[src/rtl/fir_sched_pkg.sv]
// Shared defaults and state type for the FIR bank scheduler.
package fir_sched_pkg;

  localparam int DATA_W    = 10;
  localparam int NUM_LANES = 4;
  localparam int LANE_W    = $clog2(NUM_LANES);
  localparam int DIV_W     = 8;
  localparam int SETTLE    = 2;

  typedef enum logic {
    IDLE  = 1'b0,
    DRAIN = 1'b1
  } sched_state_t;

endpackage

[src/rtl/fir_sched_ratecnt.sv]
// Sample-rate strobe generator plus the settle delay line that marks the
// cycle in which the FIR bank outputs are valid for capture.
module fir_sched_ratecnt #(
  parameter int DIV_W  = 8,
  parameter int SETTLE = 2
) (
  input  logic             clk,
  input  logic             rst,
  input  logic             clk_enable,
  input  logic             run,
  input  logic [DIV_W-1:0] rate_div,
  output logic             filt_en_o,
  output logic             cap_pt_o,
  output logic             inflight_o
);

  logic [DIV_W-1:0]  cnt_q, cnt_d;
  logic [SETTLE-1:0] sh_q, sh_d;
  logic              strobe;

  always_comb begin
    strobe = run & (cnt_q == '0);
    cnt_d  = cnt_q;
    if (!run) begin
      cnt_d = '0;
    end else if (strobe) begin
      cnt_d = rate_div;
    end else begin
      cnt_d = cnt_q - 1'b1;
    end
    // Shift toward the MSB; the cast drops the oldest bit.
    sh_d = SETTLE'({sh_q, strobe});
  end

  always_ff @(posedge clk or posedge rst) begin
    if (rst) begin
      cnt_q <= '0;
      sh_q  <= '0;
    end else if (clk_enable) begin
      cnt_q <= cnt_d;
      sh_q  <= sh_d;
    end
  end

  assign filt_en_o  = strobe & clk_enable & ~rst;
  assign cap_pt_o   = sh_q[SETTLE-1] & clk_enable;
  assign inflight_o = |sh_q;

endmodule

[src/rtl/fir_bank_scheduler.sv]
// Strobes the cascaded FIR bank, captures its lane outputs and serialises them
// onto a valid/ready stream. Define DROP_CNT_EN to add the drop_cnt output.
module fir_bank_scheduler #(
  parameter int DATA_W    = fir_sched_pkg::DATA_W,
  parameter int NUM_LANES = fir_sched_pkg::NUM_LANES,
  parameter int DIV_W     = fir_sched_pkg::DIV_W,
  parameter int SETTLE    = fir_sched_pkg::SETTLE
) (
  input  logic                          clk,
  input  logic                          reset,
  input  logic                          clk_enable,
  input  logic                          run,
  input  logic [DIV_W-1:0]              rate_div,
  input  logic                          ovr_clr,
  input  logic [NUM_LANES*DATA_W-1:0]   lane_data,
  output logic                          filt_en,
  output logic                          m_valid,
  input  logic                          m_ready,
  output logic [DATA_W-1:0]             m_data,
  output logic [$clog2(NUM_LANES)-1:0]  m_lane,
  output logic                          m_last,
  output logic                          overrun,
  output logic                          busy
`ifdef DROP_CNT_EN
  ,
  output logic [15:0]                   drop_cnt
`endif
);

  import fir_sched_pkg::*;

  localparam int LW = $clog2(NUM_LANES);
  localparam logic [LW-1:0] LAST_LANE = LW'(NUM_LANES - 1);

  logic [NUM_LANES-1:0][DATA_W-1:0] buf_q, buf_d;
  logic [LW-1:0]                    lane_q, lane_d;
  sched_state_t                     state_q, state_d;
  logic                             ovr_q, ovr_d;
  logic                             cap_pt, inflight;
  logic                             hs, last_hs, drop;

  fir_sched_ratecnt #(
    .DIV_W (DIV_W),
    .SETTLE(SETTLE)
  ) u_ratecnt (
    .clk       (clk),
    .rst       (reset),
    .clk_enable(clk_enable),
    .run       (run),
    .rate_div  (rate_div),
    .filt_en_o (filt_en),
    .cap_pt_o  (cap_pt),
    .inflight_o(inflight)
  );

  assign hs      = clk_enable & (state_q == DRAIN) & m_ready;
  assign last_hs = hs & (lane_q == LAST_LANE);

  always_comb begin
    state_d = state_q;
    lane_d  = lane_q;
    buf_d   = buf_q;
    drop    = 1'b0;
    case (state_q)
      IDLE: begin
        if (cap_pt) begin
          buf_d   = lane_data;
          lane_d  = '0;
          state_d = DRAIN;
        end
      end
      DRAIN: begin
        // A frame landing on the final handshake chains straight on.
        if (cap_pt && last_hs) begin
          buf_d  = lane_data;
          lane_d = '0;
        end else begin
          drop = cap_pt;
          if (last_hs) begin
            lane_d  = '0;
            state_d = IDLE;
          end else if (hs) begin
            lane_d = lane_q + 1'b1;
          end
        end
      end
      default: state_d = IDLE;
    endcase
  end

  always_comb begin
    ovr_d = ovr_q;
    if (drop) begin
      ovr_d = 1'b1;
    end else if (clk_enable && ovr_clr) begin
      ovr_d = 1'b0;
    end
  end

  always_ff @(posedge clk or posedge reset) begin
    if (reset) begin
      state_q <= IDLE;
      lane_q  <= '0;
      buf_q   <= '0;
      ovr_q   <= 1'b0;
    end else if (clk_enable) begin
      state_q <= state_d;
      lane_q  <= lane_d;
      buf_q   <= buf_d;
      ovr_q   <= ovr_d;
    end
  end

  assign m_valid = (state_q == DRAIN);
  assign m_data  = m_valid ? buf_q[lane_q] : '0;
  assign m_lane  = m_valid ? lane_q : '0;
  assign m_last  = m_valid & (lane_q == LAST_LANE);
  assign overrun = ovr_q;
  assign busy    = ~reset & (run | inflight | (state_q != IDLE));

`ifdef DROP_CNT_EN
  logic [15:0] dcnt_q, dcnt_d;

  always_comb begin
    dcnt_d = dcnt_q;
    if (clk_enable && ovr_clr) begin
      dcnt_d = drop ? 16'd1 : '0;
    end else if (drop && (dcnt_q != '1)) begin
      dcnt_d = dcnt_q + 16'd1;
    end
  end

  always_ff @(posedge clk or posedge reset) begin
    if (reset) begin
      dcnt_q <= '0;
    end else begin
      dcnt_q <= dcnt_d;
    end
  end

  assign drop_cnt = dcnt_q;
`endif

endmodule

[config.mk]
export PLATFORM = sky130hd
export DESIGN_NAME = fir_bank_scheduler
export DESIGN_NICKNAME = d
export VERILOG_FILES = /design/src/rtl/fir_sched_pkg.sv /design/src/rtl/fir_sched_ratecnt.sv /design/src/rtl/fir_bank_scheduler.sv
export SDC_FILE = /design/constraint.sdc
export NUM_CORES = 1
export LEC_CHECK = 0
export BUFFER_PORTS_ARGS = -buffer_cell sky130_fd_sc_hd__buf_2
export CORE_MARGIN = 10
export CORE_UTILIZATION = 52
export CTS_CLUSTER_DIAMETER = 50
export DETAILED_ROUTE_END_ITERATION = 8
export GPL_ROUTABILITY_DRIVEN = 0
export PLACE_DENSITY = 0.8
export SKIP_LAST_GASP = 1
export SLEW_MARGIN = 0
export SYNTH_ARGS = -nofsm -noshare
export SYNTH_HDL_FRONTEND = slang
export SYNTH_SLANG_ARGS = --single-unit
[constraint.sdc]
create_clock -name clk -period 2.2 [get_ports clk]
set_input_delay 0.44 -clock clk [delete_from_list [all_inputs] [get_ports clk]]
set_output_delay 0.44 -clock clk [all_outputs]
set_load 0.03 [all_outputs]
==> flow_summary_export.csv, run 1 <==
group,metric,value,unit
placed_design,io_buffer_count,70,
clock_tree,cts_hold_buf,0,
final_layout,finalInstanceArea,0.00332,mm²
die,fp.dieW,91.9,µm
status,status,"finished, final reports clean",
critical_path,crit_arrival,1.70,ns
critical_path,r2r_slack,0.40,ns
critical_path,r2r-start,"lane_q[0]$_DFFE_PP0P_",
clock_tree,root_buffer,"clkbuf_8",
timing,tightestPinTransition,0.595,ns
placed_design,hpwlAfterDp,4660,µm
timing,finalMaxSlewViolations,0,
die,row_count,26,
critical_path,crit_type,"reg -> out",
die,ios,71,
clock_tree,clkTransAtPathRegs,0.09,ns
grt,use_met2,0.256,
route,post_drt_wl_per_cell,17.2,µm
clock_tree,htree_levels,2,
grt,top_usage_layer,"met2",
synth,syn-cell-area,0.00269,mm²
final_layout,final_util,0.659,
min_path,hold_class,"in -> async",
synth,ys_ff_latch,54,
route,ant_nets,0,
grt,antenna_found_initial,0,
critical_path,end_kind,"output pin",
die,dieArea,0.00844,mm²
clock_tree,cts_tree,"done",
clock_tree,cts_buffers,5,
timing,fin_crit,2.14,ns
power,power.leakage,1.58,nW
critical_path,required,1.76,ns
synth,synth_ff_type,"dfrtp_1",
final_layout,layout_commonest_cell,"buf_2",
route,vias_per_cell,5.35,
grt,met3_usage,0.0448,
synth,ys_types,40,
synth,syn-num-nets,261,
synth,yosysWarnings,0,
synth,synthArstFlopShare,1.00,
grt,grt_pass1_vias,2062,
timing,hold_slack,0.173,ns
grt,grt_max_degree,33,
die,coreArea,0.00504,mm²
grt,gr-usage-met1,0.163,
final_layout,antenna_cells,0,
critical_path,cp-start-kind,"flop",
final_layout,nets,336,
timing,skew,0.00952,ns
grt,globalRouteOverflowTotal,0,
synth,syn-instance-count,204,
critical_path,worstRegToRegCells,6,
placed_design,dp.cells,341,
timing,finalHoldViolations,0,
placed_design,dpl_worst_slack,0.265,ns
clock_tree,clkLatencyLatePin,0.31,ns
timing,setup_slack,0.0554,ns
die,die_y,91.9,µm
final_layout,fin_cells,350,
synth,syn-mean-instance-area,13.2,µm²
timing,finalSetupTns,0,ns
job,maxCapViolCount,0,
final_layout,final_cell_mix,"69 x buf_2, 53 x dfrtp_1, 41 x mux2_2",
timing,slew_headroom,0.604,
grt,grt_usage,0.144,
route,dr.first_iter.drc_count,29,
route,drc_errors,0,
synth,ys_seq_area_frac,0.503,
final_layout,layout-drive-gt1-share,0.532,
timing,rsz0062_at_grt,"yes",
critical_path,worstSetupStartpoint,"lane_q[0]$_DFFE_PP0P_",
timing,max_freq,0.466,GHz
route,vias,1872,
critical_path,reg2reg_to,"buf_q[12]$_DFFE_PP0P_",
route,drt-total-wl,6010,µm
power,peakVddDrop,0.000571,V
clock_tree,clockBufferDepth,2,
final_layout,area_growth,23.7,%
power,power_density,1390,mW/mm²
route,first_pass_iters,4,
timing,period_share,0.975,
power,total_power,4.60,mW
die,start_util,0.533,
placed_design,dpl-instance-area,0.00315,mm²
synth,synth_edf_count,0,
grt,grt_pass1_wl,9990,µm
timing,finalSetupViolCount,0,
critical_path,path_max_fanout,8,
clock_tree,clock_sink_count,54,
## routing by layer
metal  wire, µm  up-vias
met5          0        -
met4         68        0
met3        328        6
met2       3170       44
met1       2450      920
li1           -      902
## what timing repair did
item	CTS	global route
buffers inserted	0	1
pin swaps	0	1
resized for setup	1	3
setup endpoints to repair	1	9
## registers in the layout, indices dropped and copies added (netlist names)
name and flops:
buf_q 40, lane_q 2, m_valid 1, overrun 1, u_ratecnt.cnt_q 8, u_ratecnt.sh_q 2
## cell families after synthesis
logic type      Yosys count  share of synthesized area
mux                      55                      0.271
fa+ha+maj                 3                     0.0140
flops                    54                      0.503
simple gates             45                     0.0997
buf+inv                  17                     0.0368
compound gates           30                     0.0759
## Yosys cell counts, types with 2 or more instances
master	instances	share of area
mux2_2	41	0.17
o22ai_1	2	0.0047
nor4_1	2	0.0047
buf_4	7	0.020
a21oi_1	4	0.0075
mux4_2	10	0.084
nand3_1	4	0.0075
nor2_1	2	0.0028
nand2_1	11	0.015
dfrtp_1	54	0.50
clkbuf_1	2	0.0028
o21ai_0	10	0.019
mux2i_1	4	0.015
nor3_1	3	0.0056
nor2b_1	2	0.0047
inv_1	5	0.0070
a22o_1	2	0.0065
a31oi_1	3	0.0070
ha_1	3	0.014
and2_1	13	0.030
## area by class of cell
| class | count | area, µm² |
|---|---|---|
| Timing Repair Buffer | 80 | 453 |
| Sequential cell | 54 | 1350 |
| Clock inverter | 2 | 60.1 |
| Fill cell | 388 | 1720 |
| Clock buffer | 6 | 82.6 |
| Tap cell | 70 | 87.6 |
| Multi-Input combinational cell | 133 | 1270 |
| Inverter | 5 | 18.8 |
## worst max-delay path: stages (launching register included)
cell	delay, ns
dfrtp_1	0.36
buf_4	0.19
mux4_2	0.50
and2_1	0.17
buf_2	0.18
## power by group
part | total, mW | switching [mW] | internal (mW)
logic | 2.02 | 0.949 | 1.07
registers | 1.79 | 0.361 | 1.43
clock network | 0.800 | 0.315 | 0.485
## worst max-delay path by stage
stage,to,slack [ns],cells after the start
6_report,m_data[5],0.06,4
5_1_grt,m_data[5],-0.02,4
4_1_cts,m_data[4],0.03,4
3_5_place_dp,filt_en,0.27,5
3_3_place_gp,filt_en,0.29,5
2_1_floorplan,filt_en,0.19,6
Note: power is estimated with default switching activity, not from simulation.
==> run 2, diff against run 1 <==
--- a/config.mk
+++ b/config.mk
@@ -11,6 +11,7 @@
 export CTS_CLUSTER_DIAMETER = 50
 export DETAILED_ROUTE_END_ITERATION = 8
 export GPL_ROUTABILITY_DRIVEN = 0
+export MAX_ROUTING_LAYER = met4
 export PLACE_DENSITY = 0.8
 export SKIP_LAST_GASP = 1
 export SLEW_MARGIN = 0
==> flow_summary_export.csv, run 2 (same netlist as run 1, synthesis figures left out) <==
group,metric,value,unit
die,row_count,26,
route,drc_errors,0,
timing,finalHoldViolations,0,
power,power.share.switching,0.353,
die,dieArea,0.00844,mm²
route,dr.first_iter.drc_count,35,
critical_path,path_max_fanout,8,
die,start_util,0.533,
critical_path,end_kind,"output pin",
route,drt-total-wl,6010,µm
critical_path,r2r_slack,0.40,ns
job,maxCapViolCount,0,
power,seqPwrFrac,0.388,
grt,grt_usage,0.149,
timing,finalSetupViolCount,0,
route,vias,1870,
placed_design,io_buffer_count,70,
critical_path,r2r-start,"lane_q[0]$_DFFE_PP0P_",
clock_tree,htree_levels,2,
timing,tightestPinTransition,0.594,ns
critical_path,required,1.76,ns
timing,setup_slack,0.0551,ns
critical_path,crit_family,"multiplexers",
final_layout,top_register,"buf_q",
grt,grt_max_degree,33,
timing,period_share,0.975,
clock_tree,clockBufferDepth,2,
clock_tree,clock_sink_count,54,
critical_path,cpMaxStageDelayCell,"mux4_2",
power,power.leakage,1.58,nW
route,first_pass_iters,4,
min_path,hold_class,"in -> async",
final_layout,fillers,388,
grt,grt_pass1_vias,2059,
clock_tree,clkTransAtPathRegs,0.09,ns
grt,globalRouteOverflowTotal,0,
placed_design,dpl_worst_slack,0.265,ns
critical_path,worstRegToRegCells,6,
timing,slew_headroom,0.604,
critical_path,cp-start-kind,"flop",
clock_tree,cts_hold_buf,0,
timing,finalMaxSlewViolations,0,
die,die_y,91.9,µm
final_layout,layout_commonest_cell,"buf_2",
grt,antenna_found_initial,0,
final_layout,final_util,0.659,
placed_design,dp.cells,341,
timing,max_freq,0.466,GHz
critical_path,crit_buf_inv,2,
critical_path,crit_arrival,1.70,ns
final_layout,area_growth,23.7,%
final_layout,antenna_cells,0,
timing,fin_crit,2.14,ns
route,post_drt_wl_per_cell,17.2,µm
power,power_density,1390,mW/mm²
placed_design,hpwlAfterDp,4660,µm
critical_path,reg2reg_to,"buf_q[12]$_DFFE_PP0P_",
route,ant_nets,0,
timing,rsz0062_at_grt,"yes",
status,status,"finished, final reports clean",
power,p_int,2.98,mW
power,p_sw,1.62,mW
power,comb_power_share,0.438,
critical_path,critPathMaxStageDelay,0.50,ns
clock_tree,cts_tree,"done",
final_layout,largest_reg_flops,40,
die,coreArea,0.00504,mm²
final_layout,final_cell_mix,"69 x buf_2, 53 x dfrtp_1, 41 x mux2_2",
timing,skew,0.00949,ns
route,vias_per_cell,5.34,
final_layout,layout-drive-gt1-share,0.532,
clock_tree,clkLatencyLatePin,0.31,ns
final_layout,nets,336,
clock_tree,cts_buffers,5,
power,clock_power_share,0.174,
final_layout,biggestRegsByFlops,"buf_q (40), u_ratecnt.cnt_q (8)",
power,peakVddDrop,0.000571,V
final_layout,fin_cells,350,
critical_path,crit_path_cell_trace,"buf_4, mux4_2, and2_1, buf_2",
die,ios,71,
die,fp.dieW,91.9,µm
critical_path,crit_type,"reg -> out",
grt,grt_pass1_wl,10000,µm
clock_tree,root_buffer,"clkbuf_8",
## run 2: worst max-delay path by stage
stage	startpoint	cells past startpoint	to
after detailed placement	run	5	filt_en
after CTS	lane_q[1]$_DFFE_PP0P_	4	m_data[4]
final	lane_q[0]$_DFFE_PP0P_	4	m_data[5]
after global placement	run	5	filt_en
after global routing	lane_q[0]$_DFFE_PP0P_	4	m_data[5]
after floorplan	u_ratecnt.cnt_q[0]$_DFFE_PP0P_	6	filt_en
## run 2: final cells by class
| class | instances | area, µm² | share of cell area |
|---|---|---|---|
| Sequential cell | 54 | 1350 | 0.407 |
| Multi-Input combinational cell | 133 | 1270 | 0.382 |
| Timing Repair Buffer | 80 | 453 | 0.136 |
| Tap cell | 70 | 87.6 | 0.0264 |
| Clock buffer | 6 | 82.6 | 0.0249 |
| Clock inverter | 2 | 60.1 | 0.0181 |
| Inverter | 5 | 18.8 | 0.00565 |
## run 2: worst reg2reg max path: cells and delay by family, from the launching register on
family | cells | cell delay, ns
adder cells (fa/ha/maj) | 1 | 0.19
AO/OA/AOI/OAI | 1 | 0.22
buffers and inverters | 2 | 0.41
multiplexers | 1 | 0.37
AND/OR/NAND/NOR | 1 | 0.14
flip-flops | 1 | 0.36
## run 2: power groups by stage
stage	sequential [mW]	clock (mW)	combinational, mW
floorplan	1.68	0	1.58
global placement	1.76	0	1.95
detailed placement	1.80	0	2.00
CTS	1.79	0.820	2.01
global route	1.85	0.859	2.20
finish	1.79	0.800	2.02
## run 2: timing repair
action	in CTS	in global routing
setup buffers	0	1
pin swaps	0	1
endpoints found under the setup margin	1	9
resized for setup	1	3
## run 2: per-layer routing
metal | track usage | vias up | part of all wire | wire length [µm]
met5 | - | - | 0 | 0
met4 | 0.0386 | 0 | 0.011 | 68
met3 | 0.0432 | 6 | 0.052 | 315
met2 | 0.256 | 44 | 0.52 | 3150
met1 | 0.165 | 919 | 0.41 | 2470
li1 | - | 901 | - | -
## run 2: through the flow
step	hold slack [ns]	area, µm²	TNS (ns)	power, mW
final	0.171	3320	0	4.60
after global routing	0.217	3320	-0.0499	4.91
after CTS	0.187	3300	0	4.62
after detailed placement	0.467	3150	0	3.81
after global placement	0.469	3150	0	3.71
after floorplan	0.470	2690	0	3.26
==> run 3, diff against run 2 <==
--- a/config.mk
+++ b/config.mk
@@ -7,14 +7,14 @@
 export LEC_CHECK = 0
 export BUFFER_PORTS_ARGS = -buffer_cell sky130_fd_sc_hd__buf_2
 export CORE_MARGIN = 10
-export CORE_UTILIZATION = 52
+export CORE_UTILIZATION = 44
 export CTS_CLUSTER_DIAMETER = 50
 export DETAILED_ROUTE_END_ITERATION = 8
 export GPL_ROUTABILITY_DRIVEN = 0
 export MAX_ROUTING_LAYER = met4
-export PLACE_DENSITY = 0.8
+export PLACE_DENSITY = 0.7
+export SETUP_SLACK_MARGIN = 0.5
 export SKIP_LAST_GASP = 1
-export SLEW_MARGIN = 0
 export SYNTH_ARGS = -nofsm -noshare
 export SYNTH_HDL_FRONTEND = slang
 export SYNTH_SLANG_ARGS = --single-unit
==> flow_summary_export.csv, run 3 (same netlist as run 1, synthesis figures left out) <==
group,metric,value,unit
placed_design,io_buffer_count,70,
final_layout,layout_commonest_cell,"buf_2",
clock_tree,clockBufferDepth,2,
timing,tightestPinTransition,0.434,ns
route,vias,2168,
timing,setup_slack,0.0329,ns
grt,grt_pass1_vias,2271,
route,vias_per_cell,5.57,
critical_path,reg2reg_to,"buf_q[30]$_DFFE_PP0P_",
clock_tree,root_buffer,"clkbuf_8",
critical_path,worstRegToRegCells,11,
timing,finalSetupTns,0,ns
timing,fin_crit,2.17,ns
final_layout,top_register,"buf_q",
grt,grt_max_degree,55,
final_layout,antenna_cells,0,
critical_path,end_kind,"output pin",
power,power.leakage,1.92,nW
clock_tree,cts_tree,"done",
timing,finalMaxSlewViolations,0,
die,fp.dieW,98.1,µm
critical_path,crit_type,"reg -> out",
grt,antenna_found_initial,0,
critical_path,worstSetupStartpoint,"lane_q[0]$_DFFE_PP0P_",
clock_tree,htree_levels,2,
route,drt-total-wl,8240,µm
status,status,"finished, final reports clean",
final_layout,layout-drive-gt1-share,0.659,
timing,finalHoldViolations,0,
power,total_power,5.56,mW
grt,grt_usage,0.165,
timing,finalSetupViolCount,0,
critical_path,cp-start-kind,"flop",
die,coreArea,0.00592,mm²
clock_tree,clkTransAtPathRegs,0.10,ns
die,start_util,0.454,
timing,slew_headroom,0.709,
final_layout,biggestRegsByFlops,"buf_q (40), u_ratecnt.cnt_q (8)",
clock_tree,cts_buffers,5,
min_path,hold_class,"in -> async",
power,comb_power_share,0.573,
route,ant_nets,0,
critical_path,r2r_slack,0.08,ns
timing,skew,0.0101,ns
critical_path,required,1.76,ns
placed_design,hpwlAfterDp,4500,µm
power,clock_power_share,0.104,
clock_tree,cts_hold_buf,0,
critical_path,path_max_fanout,4,
power,power_density,1350,mW/mm²
route,dr.first_iter.drc_count,128,
route,drc_errors,0,
timing,max_freq,0.461,GHz
clock_tree,clock_sink_count,54,
critical_path,endpoint,"m_data[8]",
power,power.share.switching,0.365,
die,ios,71,
clock_tree,clkLatencyLatePin,0.32,ns
job,maxCapViolCount,0,
timing,hold_slack,0.200,ns
final_layout,nets,370,
power,seqPwrFrac,0.324,
critical_path,crit_arrival,1.73,ns
die,die_y,98.1,µm
power,p_sw,2.03,mW
power,p_int,3.53,mW
placed_design,dpl_worst_slack,0.189,ns
critical_path,r2r-start,"lane_q[0]$_DFFE_PP0P_",
power,peakVddDrop,0.000782,V
timing,period_share,0.985,
route,post_drt_wl_per_cell,21.2,µm
grt,globalRouteOverflowTotal,0,
final_layout,largest_reg_flops,40,
grt,grt_pass1_wl,12400,µm
final_layout,area_growth,53.8,%
final_layout,fin_cells,389,
placed_design,dp.cells,345,
final_layout,final_cell_mix,"55 x buf_2, 52 x dfrtp_1, 40 x mux2_4",
die,row_count,28,
die,dieArea,0.00963,mm²
timing,rsz0062_at_grt,"yes",
route,first_pass_iters,4,
run 3: cell types whose count changed in the layout (fill, tap and decap cells not counted), sizes merged:
cell,before,now
buf,79,114
clkinvlp,0,3
bufinv,2,0
clkbuf,7,6
inv,5,4
run 3: final cells by class:
cell class              count  area (µm²)
multi-input cells         133        1550
clock inverters             2        15.0
well taps                  75        93.8
repair buffers            114        1020
fillers                   392        1790
inverters                   5        22.5
clock buffers               6        72.6
flip-flops and latches     54        1360
run 3: worst max-delay path, stage by stage (launching register included):
cell     delay (ns)
dfrtp_4        0.46
buf_6          0.14
mux4_2         0.51
and2_4         0.17
buf_6          0.13
run 3: repair_timing:
| action | in CTS | in global routing |
|---|---|---|
| hold endpoints to repair | 0 | 0 |
| cloned | 7 | 0 |
| resized for setup | 64 | 54 |
| setup endpoints to repair | 56 | 64 |
| setup buffers | 28 | 1 |
| pin swaps | 3 | 8 |
run 3: how the worst min path moves through the flow:
stage	slack, ns	from	endpoint
after floorplan	0.47	u_ratecnt.sh_q[0]$_DFFE_PP0P_	u_ratecnt.sh_q[0]$_DFFE_PP0P_
after global placement	0.47	overrun$_DFFE_PP0P_	overrun$_DFFE_PP0P_
after detailed placement	0.48	overrun$_DFFE_PP0P_	overrun$_DFFE_PP0P_
after CTS	0.23	reset	buf_q[4]$_DFFE_PP0P_
after global routing	0.24	reset	overrun$_DFFE_PP0P_
final	0.20	reset	overrun$_DFFE_PP0P_
run 3: power groups by stage:
stage	clock network, mW	logic, mW	registers [mW]
2_1_floorplan	0	1.69	1.69
3_3_place_gp	0	2.00	1.83
3_5_place_dp	0	2.03	1.85
4_1_cts	0.572	2.84	1.74
5_1_grt	0.623	3.36	1.85
6_report	0.577	3.19	1.80
run 3: layer usage:
metal	track usage	part of all wire	wire, µm
met3	0.0381	0.061	506
met1	0.192	0.42	3440
met5	-	0	0
met4	0.0441	0.012	99
met2	0.279	0.51	4200
run 3: stage by stage:
step                 util  instance area (µm²)
finish              0.698                 4130
CTS                 0.663                 3920
global placement    0.538                 3190
detailed placement  0.538                 3190
floorplan               -                 2740
global route        0.698                 4130
